<file path="src/rtl/mod_counter_pkg.sv">
// rtl/mod_counter_pkg.sv - shared types, helpers and parameter checks for the counter bank
package mod_counter_pkg;

    // Per-channel update rule, listed from highest to lowest priority
    typedef enum logic [1:0] {
        OP_CLR   = 2'd0,
        OP_LOAD  = 2'd1,
        OP_COUNT = 2'd2,
        OP_HOLD  = 2'd3
    } op_e;

    // Ceiling log2; returns 0 for values of 0 and 1
    function automatic int clog2(input int value);
        int result;
        result = 0;
        for (int v = value - 1; v > 0; v = v >> 1) begin
            result++;
        end
        return result;
    endfunction

    // The modulus must wrap at least once and fit in the channel width
    function automatic bit modulus_legal(input int width, input int modulus);
        return (width >= 2) && (width <= 16) &&
               (modulus >= 2) && (clog2(modulus) <= width);
    endfunction

endpackage

</file>
<file path="src/rtl/mod_counter_channel.sv">
// rtl/mod_counter_channel.sv - one counter channel: register, next-state rules and terminal count
module mod_counter_channel
    import mod_counter_pkg::*;
#(
    parameter int WIDTH   = 4,
    parameter int MODULUS = 2 ** WIDTH
) (
    input  logic             i_clk,
    input  logic             i_rst_n,
    input  logic             i_clr,
    input  logic             i_load,
    input  logic             i_en,
    input  logic             i_up,
    input  logic [WIDTH-1:0] i_d,
    output logic [WIDTH-1:0] o_q,
    output logic             o_tc
);

    localparam logic [WIDTH-1:0] LAST = WIDTH'(MODULUS - 1);

    logic [WIDTH-1:0] r_q;
    logic [WIDTH-1:0] w_q_next;
    logic             w_at_end;
    op_e              w_op;

    // Pick the winning rule; clear and load do not need the enable
    always_comb begin
        w_op = OP_HOLD;
        if (i_clr) begin
            w_op = OP_CLR;
        end else if (i_load) begin
            w_op = OP_LOAD;
        end else if (i_en) begin
            w_op = OP_COUNT;
        end
    end

    // Wrap point in the current direction; >= catches loaded values beyond the modulus
    always_comb begin
        w_at_end = i_up ? (r_q >= LAST) : (r_q == '0);
    end

    // Next count value for the selected rule
    always_comb begin
        w_q_next = r_q;
        case (w_op)
            OP_CLR:   w_q_next = '0;
            OP_LOAD:  w_q_next = i_d;
            OP_COUNT: begin
                if (i_up) begin
                    w_q_next = w_at_end ? '0 : r_q + WIDTH'(1);
                end else begin
                    w_q_next = w_at_end ? LAST : r_q - WIDTH'(1);
                end
            end
            default:  w_q_next = r_q;
        endcase
    end

    // Count register, updated on the falling edge
    always_ff @(negedge i_clk or negedge i_rst_n) begin
        if (!i_rst_n) begin
            r_q <= '0;
        end else begin
            r_q <= w_q_next;
        end
    end

    assign o_q  = r_q;
    assign o_tc = (w_op == OP_COUNT) && w_at_end;

endmodule

</file>
<file path="src/rtl/mod_counter_bank.sv">
// rtl/mod_counter_bank.sv - bank of modulo counters; MOD_COUNTER_BANK_CASCADE_EN adds TC-to-enable chaining
module mod_counter_bank
    import mod_counter_pkg::*;
#(
    parameter int CHANNELS = 2,
    parameter int WIDTH    = 4,
    parameter int MODULUS  = 2 ** WIDTH
) (
    input  logic                      CLK,
    input  logic                      CLR_N,
    input  logic [CHANNELS-1:0]       CLR,
    input  logic [CHANNELS-1:0]       LOAD,
    input  logic [CHANNELS-1:0]       EN,
    input  logic [CHANNELS-1:0]       UP,
`ifdef MOD_COUNTER_BANK_CASCADE_EN
    input  logic [CHANNELS-1:0]       CASC,
`endif
    input  logic [CHANNELS*WIDTH-1:0] D,
    output logic [CHANNELS*WIDTH-1:0] Q,
    output logic [CHANNELS-1:0]       TC
);

    if (!modulus_legal(WIDTH, MODULUS) || CHANNELS < 1 || CHANNELS > 8) begin : g_bad_params
        $error("mod_counter_bank: illegal CHANNELS/WIDTH/MODULUS combination");
    end

`ifdef MOD_COUNTER_BANK_CASCADE_EN
    // The first channel has nothing below it to chain from
    logic w_casc0_unused;
    assign w_casc0_unused = CASC[0];
`endif

    for (genvar i = 0; i < CHANNELS; i++) begin : g_ch
        logic w_eff_en;
        logic w_tc;

`ifdef MOD_COUNTER_BANK_CASCADE_EN
        // Chained channels only advance when the channel below is about to wrap
        if (i == 0) begin : g_head
            assign w_eff_en = EN[i];
        end else begin : g_link
            assign w_eff_en = EN[i] & (~CASC[i] | g_ch[i-1].w_tc);
        end
`else
        assign w_eff_en = EN[i];
`endif

        mod_counter_channel #(
            .WIDTH   (WIDTH),
            .MODULUS (MODULUS)
        ) u_channel (
            .i_clk   (CLK),
            .i_rst_n (CLR_N),
            .i_clr   (CLR[i]),
            .i_load  (LOAD[i]),
            .i_en    (w_eff_en),
            .i_up    (UP[i]),
            .i_d     (D[i*WIDTH +: WIDTH]),
            .o_q     (Q[i*WIDTH +: WIDTH]),
            .o_tc    (w_tc)
        );

        assign TC[i] = w_tc;
    end

endmodule
</file>
<file path="config.mk">
export PLATFORM = sky130hd
export DESIGN_NAME = mod_counter_bank
export DESIGN_NICKNAME = d
export VERILOG_FILES = /design/src/rtl/mod_counter_pkg.sv /design/src/rtl/mod_counter_channel.sv /design/src/rtl/mod_counter_bank.sv
export SDC_FILE = /design/constraint.sdc
export NUM_CORES = 1
export LEC_CHECK = 0
export ABC_AREA = 0
export CAP_MARGIN = 20
export CORE_MARGIN = 2
export CORE_UTILIZATION = 46
export DETAILED_ROUTE_END_ITERATION = 12
export PLACE_DENSITY = 0.83
export REMOVE_ABC_BUFFERS = 1
export SYNTH_ARGS = -nofsm -noshare
export SYNTH_HDL_FRONTEND = slang
export SYNTH_SLANG_ARGS = --single-unit
</file>
<file path="constraint.sdc">
create_clock -name CLK -period 3.15 [get_ports CLK]
set_input_delay 0.4725 -clock CLK [delete_from_list [all_inputs] [get_ports CLK]]
set_output_delay 0.4725 -clock CLK [all_outputs]
set_load 0.01 [all_outputs]
</file>
# Word level (Yosys, flattened, before mapping)

Cells that the tools add are included.

Output and inout port bits: 10
Word-level logic and storage cells: 36
Register bits after elaboration: 8
Input port bits: 18

$add $sub $neg: 4
Equality and inequality tests: 4
Muxes and demuxes: 16
Magnitude comparators: 2
Reductions and logical operators: 8

Operators with widths:

| operator                                          | count |
|---|---|
| two-way mux 4 bit                                 | 6 |
| case mux 4 bit (3 select lines)                   | 2 |
| adder 4 x 1 -> 4 bit (second input constant)      | 2 |
| >= comparator 4 bit (second input constant)       | 2 |
| logical NOT 4 bit                                 | 2 |
| two-way mux 2 bit                                 | 4 |
| subtractor 4 x 1 -> 4 bit (second input constant) | 2 |
| nonzero test 3 bit                                | 2 |
| == test 2 x 1 -> 1 bit (second input constant)    | 2 |
| == test 2 bit (second input constant)             | 2 |
| logical NOT 2 bit                                 | 2 |
| two-way mux 1 bit                                 | 4 |
| logical AND 1 bit                                 | 2 |

# Depth between registers and ports, before layout

Gate-level depths: netlist (run 1).

Word-level depth: 5
Mapped depth: 6
Depth with buffers taken out: 6

# Cells and area by module

A second synthesis (run 1) with hierarchy kept.

Cell total of the unflattened synthesis: 94
Area, all modules: 779.5 um2

By module, submodules not included:

| module                                  | area an instance (um2) | cells an instance | instances | seq. area each (um2) |
|---|---|---|---|---|
| mod_counter_channel (g_ch[1].u_channel) | 396.6                  | 48                | 1         | 100.1 |
| mod_counter_channel (g_ch[0].u_channel) | 367.9                  | 44                | 1         | 100.1 |
| mod_counter_bank                        | 15.0                   | 2                 | 1         | 0.0 |

==> results.md, run 1 <==
- Outcome: finished with violations
- Failing checks: negative setup slack
- Critical-path cell list: inv_2 > ha_4 > or4b_4 > a2111oi_4 > buf_2
- Worst EP required: roughly 2.7 ns
- Row cnt: 14
- Final hold vios: 0
- Max incr delay on CP: 0.48 ns
- Finished Cell Area: about 0.0013 mm2
- WS Path Type: reg2out
- Crit path DAT: approximately 3.4 ns
- Peak supply drop: between 0.2 and 0.3 mV
- Register bit count reported by yosys: 8
- Yosys top cell area share: between 20% and 30%
- Worst hold path class: reg2reg
- Drt first pass iters: 4
- Initial antenna violation count: 0
- Layout Nets: around 170
- Multi-input gate area: between 500 and 600 um2
- Mapped Cells: between 80 and 90
- Buffers on Ports: 27
- Cell taking the most area after synthesis: dfrtn_1
- Vias in the first global route: between 900 and 1000
- Placed Area: ~0.0012 mm2
- Delay-heaviest family, CP: simple AND/OR/NAND/NOR gates
- Placer Congestion: around 0.83
- Max reg flops: 8
- Ys Warns: 0
- Final Max Tran Viols: 0
- Distinct cell type count after synthesis: 35
- Slew HR: approximately 76%
- Clk pin slew, worst setup/hold paths: about 0.04 ns
- DR WL/cell: approximately 19 um
- Critical-path maximum fanout: 3
- First-pass GRT wire length: 4.222 mm
- Least-Margin Pin Slew: 0.3592 ns
- CP Launch Point: g_ch[1].u_channel.o_q[0]$_DFFE_NN0P_
- Total global-route track usage: 29.61%
- CP max-delay cell: or4b_4
- Die area: slightly below 0.002 mm2
- Max-cap violation count: 0
- Ant diodes: 0
- Core area: around 0.0015 mm2
- Place WS: -0.8993 ns
- Worst path bufs/invs: 2
- Largest net degree at the start of global routing: 9
- Die width: between 40 and 50 um
- Synthesized cell area: 729.5 um2
- Sequential area share after synthesis: 27.44%
- CTS max path bufs: 2
- Setup TNS: -1.102 ns
- Detailed Place HPWL: 1.854 mm
- CTS root buf: clkbuf_4
- Final Setup Violations: 3
- Clock latency on the worst-skew pair: between 0.2 and 0.3 ns
- RR Startpoint: g_ch[0].u_channel.o_q[1]$_DFFE_NN0P_
- I/O Pins: 28
- Share of post-route cells with drive strength above 1: slightly above 40%
- Startpoint Class: register
- Vias: approximately 950
- Remaining antenna violation count: 0
- Final global-route overflow total: 0
- Area Growth Syn to Fin: 80.96%
- RSZ-0062 raised after global routing: yes
- CTS H-tree depth: 1
- Die height: 43.82 um
- CTS tree: built
- Setup WS post-layout: -0.6802 ns
- Reg area: roughly 200 um2
- Leak: 0.6058 nW
- Top cells by area, synth: dfrtn_1 (27%), ha_1 (6.9%), inv_1 (4.6%)
- DRT Wirelength: approximately 3.0 mm
- Fill cells: 77
- DR vias/cell: ~6
- Pwr dens: about 300 mW/mm2
- Avg Inst Size Synth: between 8 and 9 um2
- Clock Sinks: 8
- Worst Skew: 0.004652 ns
- CTS buffer count: 3
- Hold Path Origin: g_ch[1].u_channel.o_q[0]$_DFFE_NN0P_
- Initial Util: 48.99%
- 1st-iter DRT viols: 40
- DRC Markers: 0
- Worst Setup End Kind: output port
==> per-stage QoR <==
step           utilization [%]  cells  hold WS [ns]  total power (W)
2_1_floorplan                -     82        0.6181        0.0001842
3_3_place_gp             78.07    147        0.6812        0.0002713
3_5_place_dp             78.07    147        0.6799        0.0002769
4_1_cts                  84.54    153        0.6975        0.0003670
5_1_grt                  88.66    160        0.7572        0.0004120
6_report                 88.66    160        0.7188        0.0003926
==> Yosys cell counts (all sizes together) <==
cell,number
inv,9
dfrtn,8
nor2,7
nand2,6
o21ai,6
a21oi,5
ha,4
mux2i,3
a211oi,2
a311oi,2
buf,2
clkbuf,2
nand4,2
nor3,2
nor3b,2
nor4b,2
or3,2
xnor2,2
xor2,2
a2111oi,1
a21boi,1
a21o,1
a221oi,1
a311o,1
a31oi,1
a41oi,1
mux2,1
nand2b,1
nor2b,1
nor4,1
o2111ai,1
o21a,1
o21ba,1
o21bai,1
or4b,1
==> report_power, final <==
group / switching, W / internal [W] / leakage [nW]
Clock: 0.0000322 / 0.0000434 / 0.0138
Sequential: 0.00000863 / 0.000112 / 0.104
Combinational: 0.0000904 / 0.000106 / 0.488
==> cells by family (layout without fill, tap and decap cells) <==
kind of cell | Yosys count | in the layout | share of synthesized area [%]
AO/OA/AOI/OAI | 26 | 26 | 27.10
XOR/XNOR | 4 | 4 | 4.804
adder cells (fa/ha/maj) | 4 | 4 | 6.861
buffers and inverters | 13 | 71 | 7.718
flip-flops | 8 | 8 | 27.44
multiplexers | 4 | 4 | 5.660
AND/OR/NAND/NOR | 27 | 27 | 20.41
==> final cells by class <==
| type | instances | share of cell area, % |
|---|---|---|
| clock buffer | 3 | 1.706 |
| inverter | 9 | 2.559 |
| multi-input combinational | 65 | 41.14 |
| sequential | 8 | 15.17 |
| tap | 16 | 1.517 |
| timing repair buffer | 59 | 37.91 |
==> placed cells by master, fill, tap and decap left out, drive strengths merged, types with 4 or more instances in the layout <==
cell type	Yosys	routed
a21oi	5	5
buf	2	38
clkbuf	2	6
clkdlybuf4s50	0	15
dfrtn	8	8
ha	4	4
inv	9	9
nand2	6	6
nor2	7	7
o21ai	6	6
==> path summary, 6_finish.rpt <==
| path | end | slack [ns] | cells after the start |
|---|---|---|---|
| worst max-delay path | TC[1] | -0.68 | 5 |
| worst min-delay path | g_ch[1].u_channel.o_q[0]$_DFFE_NN0P_ | 0.72 | 4 |
| worst max register to register | g_ch[0].u_channel.o_q[2]$_DFFE_NN0P_ | 1.31 | 8 |
| worst min register to register | g_ch[1].u_channel.o_q[0]$_DFFE_NN0P_ | 0.72 | 4 |
| max in group asynchronous | g_ch[0].u_channel.o_q[2]$_DFFE_NN0P_ | 0.90 | 1 |
| min in group asynchronous | g_ch[1].u_channel.o_q[1]$_DFFE_NN0P_ | 1.95 | 1 |
==> metal layers <==
metal,wire (um),up-vias,track usage [%]
met5,0,-,0
met4,89,0,12.12
met3,178,12,4.583
met2,1494,48,45.88
met1,1285,455,41.04
li1,-,434,-
==> worst min-delay path, cell delays in order (launching register included) <==
cell,delay (ns)
dfrtn_1,0.36
buf_4,0.17
nand2_1,0.07
a221oi_1,0.06
nor3_1,0.12
==> repair_timing <==
item / 4_1_cts / 5_1_grt
resized for setup: 41 / 19
setup buffers: 3 / 7
pin swaps: 5 / 3
setup endpoints to repair: 13 / 10
hold buffers: 0 / 0
Note: power is estimated with default switching activity, not from simulation.
==> run 2, diff against run 1 <==
--- a/config.mk
+++ b/config.mk
@@ -8,10 +8,11 @@
 export ABC_AREA = 0
 export CAP_MARGIN = 20
 export CORE_MARGIN = 2
-export CORE_UTILIZATION = 46
+export CORE_UTILIZATION = 47
 export DETAILED_ROUTE_END_ITERATION = 12
 export PLACE_DENSITY = 0.83
 export REMOVE_ABC_BUFFERS = 1
 export SYNTH_ARGS = -nofsm -noshare
 export SYNTH_HDL_FRONTEND = slang
+export SYNTH_HIERARCHICAL = 1
 export SYNTH_SLANG_ARGS = --single-unit
==> constraint.sdc (replaced) <==
create_clock -name CLK -period 4.8 [get_ports CLK]
set_input_delay 0.72 -clock CLK [delete_from_list [all_inputs] [get_ports CLK]]
set_output_delay 0.72 -clock CLK [all_outputs]
set_load 0.01 [all_outputs]
==> run 2 against run 1 <==
Against the previous run:
- the run now ends clean
- routed wire length fell by 30%
- cell count fell by 5.0%
- first-iteration DRC count fell by 7.5%
- critical endpoint is now TC[0]
- largest cell class unchanged
==> results.md, run 2 <==
- Final Setup Violations: 0
- Distinct cell type count after synthesis: 40
- Max reg flops: 8
- Initial antenna violation count: 0
- Placed Area: between 0.001 and 0.0015 mm2
- Depth of the worst register-to-register path: 7
- WL met3: roughly 160 um
- Largest net degree at the start of global routing: 11
- Post-Route M1 WL: a little under 1 mm
- Cell taking the most area after synthesis: dfrtn_1
- DRT Wirelength: 2.143 mm
- Clock latency on the worst-skew pair: 0.27 ns
- CTS max path bufs: 2
- Remaining antenna violation count: 0
- Reg area: ~200 um2
- 1st-iter DRT viols: 37
- Critical path capture point: TC[0]
- Final global-route overflow total: 0
- Clk pwr share: between 20% and 30%
- Worst Setup End Kind: output port
- Delay-heaviest family, CP: simple AND/OR/NAND/NOR gates
- Crit path DAT: 4.03 ns
- Clk pin slew, worst setup/hold paths: 0.04 ns
- Count leader, synth: nand2_1
- Logic pwr share: between 40% and 50%
- Post-Layout Cell Count: 152
- Synthesized cell area: 779.5 um2
- Row cnt: 14
- Vias: a little under 900
- Worst EP required: 4.08 ns
- Sequential area share after synthesis: between 20% and 30%
- Share of post-route cells with drive strength above 1: approximately 22%
- Ys Warns: 6
- Place WS: -0.07020 ns
- Seq pwr share: 32.0%
- Metal2 WL: approximately 1 mm
- Critical-path cell list: inv_1 > ha_2 > or4b_4 > a21boi_2 > buf_2
- Post-synthesis async set-or-reset flop share: between 90% and 100%
- First-pass GRT wire length: ~3.5 mm
- Drt first pass iters: 4
- Pwr dens: 206.3 mW/mm2
- Reg-to-reg slack, setup: roughly 3.2 ns
- Most frequent cells in the layout: clkdlybuf4s50_1 (25), buf_4 (17), nand2_1 (11)
- CP max-delay cell: or4b_4
- Worst hold path class: reg2reg
- Multi-input gate area: around 530 um2
- CTS root buf: clkbuf_4
- Outcome: complete, no violations
- Ant diodes: 0
- Startpoint Class: register
- Placer Congestion: around 0.9
- WS Path Type: reg2out
- CTS buffer count: 3
- Worst path bufs/invs: 2
- Total internal power: about 0.00017 W
- Detailed Place HPWL: 1.692 mm
- P_sw: a little under 0.00008 W
- Register bit count reported by yosys: 8
- Die area: about 0.0020 mm2
- CTS tree: built
- RSZ-0062 raised after global routing: no
- Max-cap violation count: 0
- Highest routed layer: met3
- Dominant synthesized flop cell: dfrtn_1
- Critical-path maximum fanout: 2
- Sw Ratio: between 30% and 40%
- DRC Markers: 0
- Core area: roughly 0.0015 mm2
- Avg Inst Size Synth: approximately 8.3 um2
- Top post-synthesis cells by count: nand2_1 (11), a21oi_1 (8), dfrtn_1 (8)
- Worst Skew: ~0.009 ns
- CTS H-tree depth: 1
- Die height: ~45 um
- Peak supply drop: 0.2823 mV
- Setup WS post-layout: between 0.04 and 0.05 ns
- Final Max Tran Viols: 0
- Mapped Cells: 94
- Post-Place Cells: around 150
- Total global-route track usage: 23.74%
- Most common cell after layout, fill and taps aside: clkdlybuf4s50_1
- Fill cells: 108
- Number of flops mapped to enable cells by yosys: 0
- Yosys top cell area share: between 20% and 30%
- Slew HR: between 60% and 70%
- Die width: 44.73 um
- Initial Util: around 50%
- Final hold vios: 0
- Layout Nets: 160
- Vias in the first global route: between 800 and 900
- Leak: approximately 0.5 nW
- Max incr delay on CP: around 0.48 ns
- DR WL/cell: ~14 um
- Top cells by area, synth: dfrtn_1 (26%), ha_1 (6.4%), nand2_1 (5.3%)
- Buffers on Ports: 27
- I/O Pins: 28
- Post-CTS Hold Buffers: 0
- WP depth: 5
- Finished Cell Area: between 0.001 and 0.0015 mm2
- RR Startpoint: g_ch[1].u_channel/o_q[1]$_DFFE_NN0P_
- DR vias/cell: between 5 and 6
- WHS: between 0.6 and 0.7 ns
- Area Growth Syn to Fin: 51.52%
- Worst R2R End: g_ch[1].u_channel/o_q[3]$_DFFE_NN0P_
- Clock Sinks: 8
- Least-Margin Pin Slew: approximately 0.45 ns
- CP Launch Point: g_ch[0].u_channel/o_q[1]$_DFFE_NN0P_
[run 2: power groups by stage]
| stage | clock (W) | combinational [W] | sequential, W |
|---|---|---|---|
| CTS | 0.0000525 | 0.000114 | 0.0000778 |
| finish | 0.0000507 | 0.000115 | 0.0000779 |
| global route | 0.0000572 | 0.000124 | 0.0000782 |
| global placement | 0 | 0.000110 | 0.0000784 |
| detailed placement | 0 | 0.000113 | 0.0000787 |
| floorplan | 0 | 0.0000420 | 0.0000877 |
[run 2: worst min-delay path by stage]
stage | startpoint | endpoint | slack (ns) | cells after the start
2_1_floorplan | g_ch[0].u_channel/o_q[3]$_DFFE_NN0P_ | g_ch[0].u_channel/o_q[3]$_DFFE_NN0P_ | 0.58 | 3
3_3_place_gp | g_ch[0].u_channel/o_q[0]$_DFFE_NN0P_ | g_ch[0].u_channel/o_q[0]$_DFFE_NN0P_ | 0.61 | 3
3_5_place_dp | g_ch[1].u_channel/o_q[0]$_DFFE_NN0P_ | g_ch[1].u_channel/o_q[0]$_DFFE_NN0P_ | 0.64 | 2
4_1_cts | g_ch[1].u_channel/o_q[0]$_DFFE_NN0P_ | g_ch[1].u_channel/o_q[0]$_DFFE_NN0P_ | 0.64 | 2
5_1_grt | g_ch[0].u_channel/o_q[0]$_DFFE_NN0P_ | g_ch[0].u_channel/o_q[0]$_DFFE_NN0P_ | 0.67 | 3
6_report | g_ch[1].u_channel/o_q[0]$_DFFE_NN0P_ | g_ch[1].u_channel/o_q[0]$_DFFE_NN0P_ | 0.64 | 2
[run 2: cells by family after synthesis]
group / Yosys count / share of synthesized area, %
fa+ha+maj: 4 / 6.421
flops: 8 / 25.68
simple gates: 31 / 22.80
buf+inv: 11 / 7.382
mux: 3 / 4.013
compound gates: 33 / 29.21
xor+xnor: 4 / 4.494
[run 2: timing repair]
item / 4_1_cts / 5_1_grt
buffers inserted: 0 / 0
gates resized for setup: 10 / 1
endpoints found under the setup margin: 2 / 1
[run 2: layout make-up]
type / instances / area share (%)
clock buffers: 3 / 1.907
inverters: 6 / 1.907
multi-input cells: 75 / 44.70
flip-flops and latches: 8 / 16.95
well taps: 16 / 1.695
repair buffers: 44 / 32.84
[run 2: through the flow]
stage,utilization (%),total power [W],TNS [ns]
final,77.50,0.0002436,0
after global routing,77.50,0.0002595,0
after CTS,77.26,0.0002445,0
after detailed placement,76.27,0.0001920,-0.1259
after global placement,76.27,0.0001883,-0.06100
after floorplan,-,0.0001297,0
[run 2: layer usage]
| layer | track usage (%) | up-vias |
|---|---|---|
| li1 | - | 429 |
| met1 | 34.61 | 413 |
| met2 | 36.23 | 35 |
| met3 | 6.000 | 0 |
| met4 | 3.636 | 0 |
| met5 | 0 | - |
[run 2: worst register-to-register path, delay by kind of cell, from the launching register on]
family | cells | cell delay (ns)
compound gates | 4 | 0.66
flops | 1 | 0.41
buf+inv | 2 | 0.20
fa+ha+maj | 1 | 0.18
